===== src/rtl/dc_exp_sequencer.sv =====
// Exception/interrupt entry sequencer on the consumer side of the dcache exception interface.
// Optional double-fault/shutdown handling is enabled by defining DC_DOUBLE_FAULT_EN.
module dc_exp_sequencer #(
  parameter logic [7:0] INT_VECTOR    = 8'h20,
  parameter int         DRAIN_TIMEOUT = 16
) (
  input  logic        clk,
  input  logic        rst,
  input  logic        v_ro_valid,
  input  logic        dc_exp,
  input  logic        dc_prot_exp,
  input  logic        dc_page_fault,
  input  logic [31:0] ro_eip,
  input  logic [31:0] ro_fault_addr,
  input  logic        ext_int,
  input  logic        pipe_empty,
  input  logic        vector_ack,
  input  logic        iret_done,
  output logic        fetch_stall,
  output logic        flush,
  output logic        vector_valid,
  output logic [7:0]  vector,
  output logic        isr,
  output logic [31:0] saved_eip,
  output logic [31:0] cr2,
  output logic        halt
);

  localparam logic [2:0] IDLE     = 3'd0;
  localparam logic [2:0] DRAIN    = 3'd1;
  localparam logic [2:0] FLUSH    = 3'd2;
  localparam logic [2:0] DISPATCH = 3'd3;
  localparam logic [2:0] IN_ISR   = 3'd4;
`ifdef DC_DOUBLE_FAULT_EN
  localparam logic [2:0] HALT     = 3'd5;
`endif

  localparam logic [7:0] VEC_GP  = 8'h0D;
  localparam logic [7:0] VEC_PF  = 8'h0E;
  localparam logic [7:0] DRAIN_LAST = 8'(DRAIN_TIMEOUT - 1);

  logic [2:0]  state_q, state_d;
  logic [7:0]  cnt_q, cnt_d;
  logic [7:0]  vector_q, vector_d;
  logic [31:0] saved_eip_q, saved_eip_d;
  logic [31:0] cr2_q, cr2_d;
`ifdef DC_DOUBLE_FAULT_EN
  logic        dflt_q, dflt_d;
`endif

  logic       expReq;
  logic [7:0] excVector;

  assign expReq    = dc_exp & v_ro_valid;
  assign excVector = dc_prot_exp ? VEC_GP : (dc_page_fault ? VEC_PF : VEC_GP);

  always_comb begin
    state_d     = state_q;
    cnt_d       = cnt_q;
    vector_d    = vector_q;
    saved_eip_d = saved_eip_q;
    cr2_d       = cr2_q;
`ifdef DC_DOUBLE_FAULT_EN
    dflt_d      = dflt_q;
`endif
    case (state_q)
      IDLE: begin
        // Exceptions beat a simultaneous interrupt; the level-held ext_int is taken later.
        if (expReq) begin
          vector_d    = excVector;
          saved_eip_d = ro_eip;
          if (excVector == VEC_PF) cr2_d = ro_fault_addr;
          cnt_d       = 8'd0;
          state_d     = DRAIN;
        end else if (ext_int) begin
          vector_d    = INT_VECTOR;
          saved_eip_d = ro_eip;
          cnt_d       = 8'd0;
          state_d     = DRAIN;
        end
      end
      DRAIN: begin
        cnt_d = cnt_q + 8'd1;
        if (pipe_empty || cnt_q == DRAIN_LAST) state_d = FLUSH;
      end
      FLUSH: state_d = DISPATCH;
      DISPATCH: begin
        if (vector_ack) state_d = IN_ISR;
      end
      IN_ISR: begin
        if (iret_done) begin
          state_d = IDLE;
`ifdef DC_DOUBLE_FAULT_EN
          dflt_d  = 1'b0;
        end else if (expReq) begin
          if (dflt_q) begin
            state_d = HALT;
          end else begin
            vector_d    = 8'h08;
            saved_eip_d = ro_eip;
            if (excVector == VEC_PF) cr2_d = ro_fault_addr;
            dflt_d      = 1'b1;
            cnt_d       = 8'd0;
            state_d     = DRAIN;
          end
`endif
        end
      end
`ifdef DC_DOUBLE_FAULT_EN
      HALT: state_d = HALT;
`endif
      default: state_d = IDLE;
    endcase
  end

  always_ff @(posedge clk or posedge rst) begin
    if (rst) begin
      state_q     <= IDLE;
      cnt_q       <= 8'd0;
      vector_q    <= 8'd0;
      saved_eip_q <= 32'd0;
      cr2_q       <= 32'd0;
`ifdef DC_DOUBLE_FAULT_EN
      dflt_q      <= 1'b0;
`endif
    end else begin
      state_q     <= state_d;
      cnt_q       <= cnt_d;
      vector_q    <= vector_d;
      saved_eip_q <= saved_eip_d;
      cr2_q       <= cr2_d;
`ifdef DC_DOUBLE_FAULT_EN
      dflt_q      <= dflt_d;
`endif
    end
  end

  assign flush        = (state_q == FLUSH);
  assign vector_valid = (state_q == DISPATCH);
  assign vector       = vector_q;
  assign saved_eip    = saved_eip_q;
  assign cr2          = cr2_q;

`ifdef DC_DOUBLE_FAULT_EN
  // A nested fault keeps the handler flag up while the double-fault entry is sequenced.
  assign fetch_stall = (state_q == DRAIN) || (state_q == FLUSH) ||
                       (state_q == DISPATCH) || (state_q == HALT);
  assign isr         = (state_q == IN_ISR) || dflt_q;
  assign halt        = (state_q == HALT);
`else
  assign fetch_stall = (state_q == DRAIN) || (state_q == FLUSH) || (state_q == DISPATCH);
  assign isr         = (state_q == IN_ISR);
  assign halt        = 1'b0;
`endif

endmodule


===== config.mk =====
export PLATFORM = sky130hd
export DESIGN_NAME = dc_exp_sequencer
export DESIGN_NICKNAME = d
export VERILOG_FILES = /design/src/rtl/dc_exp_sequencer.sv
export SDC_FILE = /design/constraint.sdc
export NUM_CORES = 1
export LEC_CHECK = 0
export BUFFER_PORTS_ARGS = -buffer_cell sky130_fd_sc_hd__buf_2
export CAP_MARGIN = 20
export CORE_MARGIN = 5
export CORE_UTILIZATION = 51
export DETAILED_ROUTE_END_ITERATION = 8
export PLACE_DENSITY = 0.85
export SLEW_MARGIN = 40
export SYNTH_ARGS = -nofsm -noshare
export SYNTH_HDL_FRONTEND = slang
export SYNTH_SLANG_ARGS = --single-unit

===== constraint.sdc =====
create_clock -name clk -period 7 [get_ports clk]
set_input_delay 0.7 -clock clk [delete_from_list [all_inputs] [get_ports clk]]
set_output_delay 0.7 -clock clk [all_outputs]
set_load 0.03 [all_outputs]

* Word-level counts from Yosys, hierarchy flattened
Cells that the tools add are included.
** Word-level totals
- Bits of input ports :: 74
- Register bits :: 83
- Logic and storage cells :: 42
** Operators by class
- Mux-type cells :: 15
- Eq/ne operators :: 10
- $add $sub $neg :: 1
- Reductions and logical operators :: 10
- Bitwise logic cells :: 1
** Operators with widths (number)
- $mux W32 :: 2
- $mux W8 :: 4
- $pmux W8 S2 :: 1
- $mux W3 :: 5
- $pmux W3 S5 :: 1
- $add A8 B1 Y8 const B :: 1
- $eq A8 B4 Y1 const B :: 1
- $eq A3 B2 Y1 const B :: 2
- $ne A2 B2 Y1 const B :: 3
- $eq A4 B4 Y1 const B :: 1
- $mux W2 :: 2
- $reduce_and A2 Y1 :: 2
- $reduce_and A4 Y1 :: 1
- $reduce_bool A2 Y1 :: 2
- $eq A3 B1 Y1 const B :: 1
- $eq A3 B3 Y1 const B :: 1
- $logic_not A3 Y1 :: 1
- $logic_or A1 B1 Y1 :: 3
- $ne A3 B3 Y1 const B :: 1
- $reduce_and A3 Y1 :: 1
- $and A1 B1 Y1 :: 1

* Longest topological paths before layout
- Depth in word-level cells :: 4
- Mapped depth :: 6

* Worst setup path before layout
Ideal clock, no wire load.
- Path type :: reg2reg
- Start point :: register state_q[1]
- End point :: register cr2_q[10], in the netlist cr2[10]
- Library setup time :: 0.125 ns
- Data required time :: 6.875 ns
- Path buffers :: 2
- Slack :: 5.316 ns
- Arrival :: 1.559 ns
- Cell stages (with the launch flop) :: 7
- Clock period less this slack :: 1.684 ns
- Path through :: dfrtp_1 > nor3_2 > nand3_2 > nor2b_2 > buf_6 > buf_12 > mux2_4
** On the way
- Word-level cells in the longest chain between the ends :: 2
** RTL lines
- from (decl) :: line 42 : logic [2:0] state_q, state_d;
- from (signal assigned) :: line 127 : state_q <= state_d;
- $logic_not A3 Y1 :: line 66 : case (state_q)
- $reduce_and A3 Y1 (no source line)
- to (signal assigned) :: line 131 : cr2_q <= cr2_d;
- to (decl) :: line 46 : logic [31:0] cr2_q, cr2_d;
Every way passes these cells.
A chain may end at the register's enable or synchronous reset.

* Worst setup path in the final report
- Start point :: register state_q[1]
- End point :: register cr2_q[29], in the netlist cr2[29]
The elaborated chain is that of the path after synthesis.

==> reports/results.ini <==
[timing]
hold_viol_final = 0
skew_ns = 0.00832
rsz0062_at_grt = no
finalSetupViolations = 0
drv_slew = 0
clock.fmax_mhz = 461
relSlewSlack = 0.518
tightest_slew_ns = 0.720
min_period_ns = 2.17
fin_crit_sh = 0.310
tns_ns = 0

[flow_run]
cap_violations = 0

[routing]
drtPass1Iterations = 4
first_iter_violations = 81
wl_mm = 7.59
vias = 2510
drc = 0
ant_nets = 0
avgViaCountPerCell = 4.85
wl_per_cell_um = 14.6

[power_and_ir_drop]
p_per_area_nw_per_um2 = 524
peakVddDrop_uv = 371
intPower_w = 0.00124
p_sw_frac = 0.450
power_leakage_nw = 2.41
p_sw_w = 0.00101
combinationalPowerShare = 0.492
seqPwrFrac = 0.352
fin_total_pwr_w = 0.00225
clkPwrFrac = 0.156

[setup_path]
cp-end-kind = flip-flop
arrival_ns = 2.38
ff2ff_path_depth = 5
rr_endpoint = cr2[29]$_DFFE_PP0P_
crit_fanout = 33
critPathRequiredTime_ns = 7.21
ff2ff_setup_slack_ns = 4.83
r2r_start = state_q[1]$_DFFE_PP0P_
critPathLaunchType = flip-flop
setup.worst_path.class = reg2reg

[die]
die-area_um2 = 8330
core.rowCount = 29
coreArea_um2 = 6390
io_pins = 151
die_w_um = 91.3
start_util = 0.527
fp.dieH_um = 91.3

[clock_network]
cts_hold_buf = 0
cts_buffer_depth = 2
numCtsBuffers = 9
htree_levels = 3
cts_tree = built
postCtsSetupBuffers = 0
cts_root_buf = clkbuf_8
path_clk_slew_ns = 0.08
ctsResizeCount = 0
clkSinkCount = 79
clock_latency_ns = 0.33

[hold_path]
hold_path_class = in2async

[logic_synthesis]
synth_top_area_frac = 0.587
synthCells = 291
ys.flop_type = dfrtp_1
postSynth.asyncResetShare = 1.00
synth_area_um2 = 3370
synth_top_area_cell = dfrtp_1
synth_area_per_cell_um2 = 11.6
yosys-top-cells-area = dfrtp_1 59%, mux2_4 13%, nand2_1 12%, buf_12 1.8%, o21ai_0 1.2%
synth_edf_count = 0
ys_ff_latch = 79
seq_area_frac_synth = 0.587
synth.distinct_cells = 38
synth_warnings = 0

[placed_design]
port_buffers = 146
gp_congestion = 0.744
place.detailed.hpwl_mm = 5.59

[global_routing]
grt_pass1_wl_mm = 12.1
antenna_found_initial = 0
track_usage = 0.179
grt_start_max_net_pins = 76
grt_remaining_overflow = 0
grt_pass1_vias = 2486

[finish]
drive_gt1_frac = 0.460
areaGrowthSynthToFinish_pct = 27.5
antennaDiodeCount = 0
fin_nets = 511

[status]
status = complete, no violations

==> registers in the layout (all words and copies together), names as in the netlist <==
name and cells:
cr2 32, cnt_q 8, saved_eip 32, vector 4, state_q 3
==> Yosys cell counts (all sizes together), types with 3 or more instances <==
cell type and instances:
inv 3, nand3 4, nor2 6, nor2b 3, dfrtp 79, and2 4
mux2 32, clkbuf 3, buf 14, o21ai 8, nand2 110
==> stage by stage <==
| step | hold WS, ns | util | cell area, µm² | instances | setup slack (ns) |
|---|---|---|---|---|---|
| final | 0.222 | 0.672 | 4290 | 518 | 4.83 |
| after global routing | 0.212 | 0.672 | 4290 | 518 | 4.73 |
| after CTS | 0.202 | 0.672 | 4290 | 518 | 4.83 |
| after detailed placement | 0.457 | 0.639 | 4080 | 502 | 4.83 |
| after global placement | 0.454 | 0.638 | 4080 | 502 | 4.73 |
| after floorplan | 0.450 | - | 3380 | 294 | 4.28 |
==> layout make-up <==
cell class,count,area (µm²)
fill,496,2090
tap,77,96.3
inverter,3,12.5
clock buffer,10,128
multi-input combinational,195,1240
clock inverter,6,85.1
timing repair buffer,148,749
sequential,79,1980
==> how the worst max path moves through the flow <==
stage,slack [ns],from,to
after floorplan,4.28,rst,cnt_q[0]$_DFFE_PP0P_
after global placement,4.73,dc_exp,cnt_q[1]$_DFFE_PP0P_
after detailed placement,4.83,dc_page_fault,cr2[29]$_DFFE_PP0P_
after CTS,4.83,state_q[1]$_DFFE_PP0P_,cr2[29]$_DFFE_PP0P_
after global routing,4.73,state_q[1]$_DFFE_PP0P_,cr2[31]$_DFFE_PP0P_
final,4.83,state_q[1]$_DFFE_PP0P_,cr2[29]$_DFFE_PP0P_
==> critical path, stage by stage (launching register included) <==
cell	delay, ns
dfrtp_1	0.45
nor3_2	0.36
nand3_2	0.22
nor2b_4	0.14
buf_4	0.47
mux2_2	0.40
==> power groups by stage <==
stage,Combinational (W),Clock (W),Sequential (W)
after floorplan,0.000436,0,0.00116
after global placement,0.00109,0,0.000786
after detailed placement,0.00112,0,0.000793
after CTS,0.00112,0.000362,0.000791
after global routing,0.00119,0.000385,0.000818
final,0.00110,0.000351,0.000791
==> placed cells by master, fill, tap and decap left out, types with 4 or more instances in the layout <==
cell	instances
mux2_4	29
buf_2	146
clkbuf_8	9
nor2_1	6
conb_1	4
o21ai_0	8
dfrtp_1	79
nand2_1	109
==> per-layer routing <==
metal	vias to the layer above	global-route usage	share of wire
met5	-	0	0
met4	0	0.0587	0.0047
met3	4	0.0612	0.094
met2	106	0.276	0.47
met1	1178	0.240	0.43
li1	1222	-	-
==> logic make-up after synthesis <==
| logic type | count (synthesis) | synth area share |
|---|---|---|
| and+or+nand+nor | 136 | 0.175 |
| DFF | 79 | 0.587 |
| muxes | 34 | 0.145 |
| buffers and inverters | 20 | 0.0483 |
| AOI/OAI and AO/OA | 19 | 0.0364 |
| adders and majority gates | 1 | 0.00372 |
| other | 1 | 0.00111 |
| xor gates and xnor gates | 1 | 0.00260 |
No activity file was read; power rests on OpenSTA's default activity.
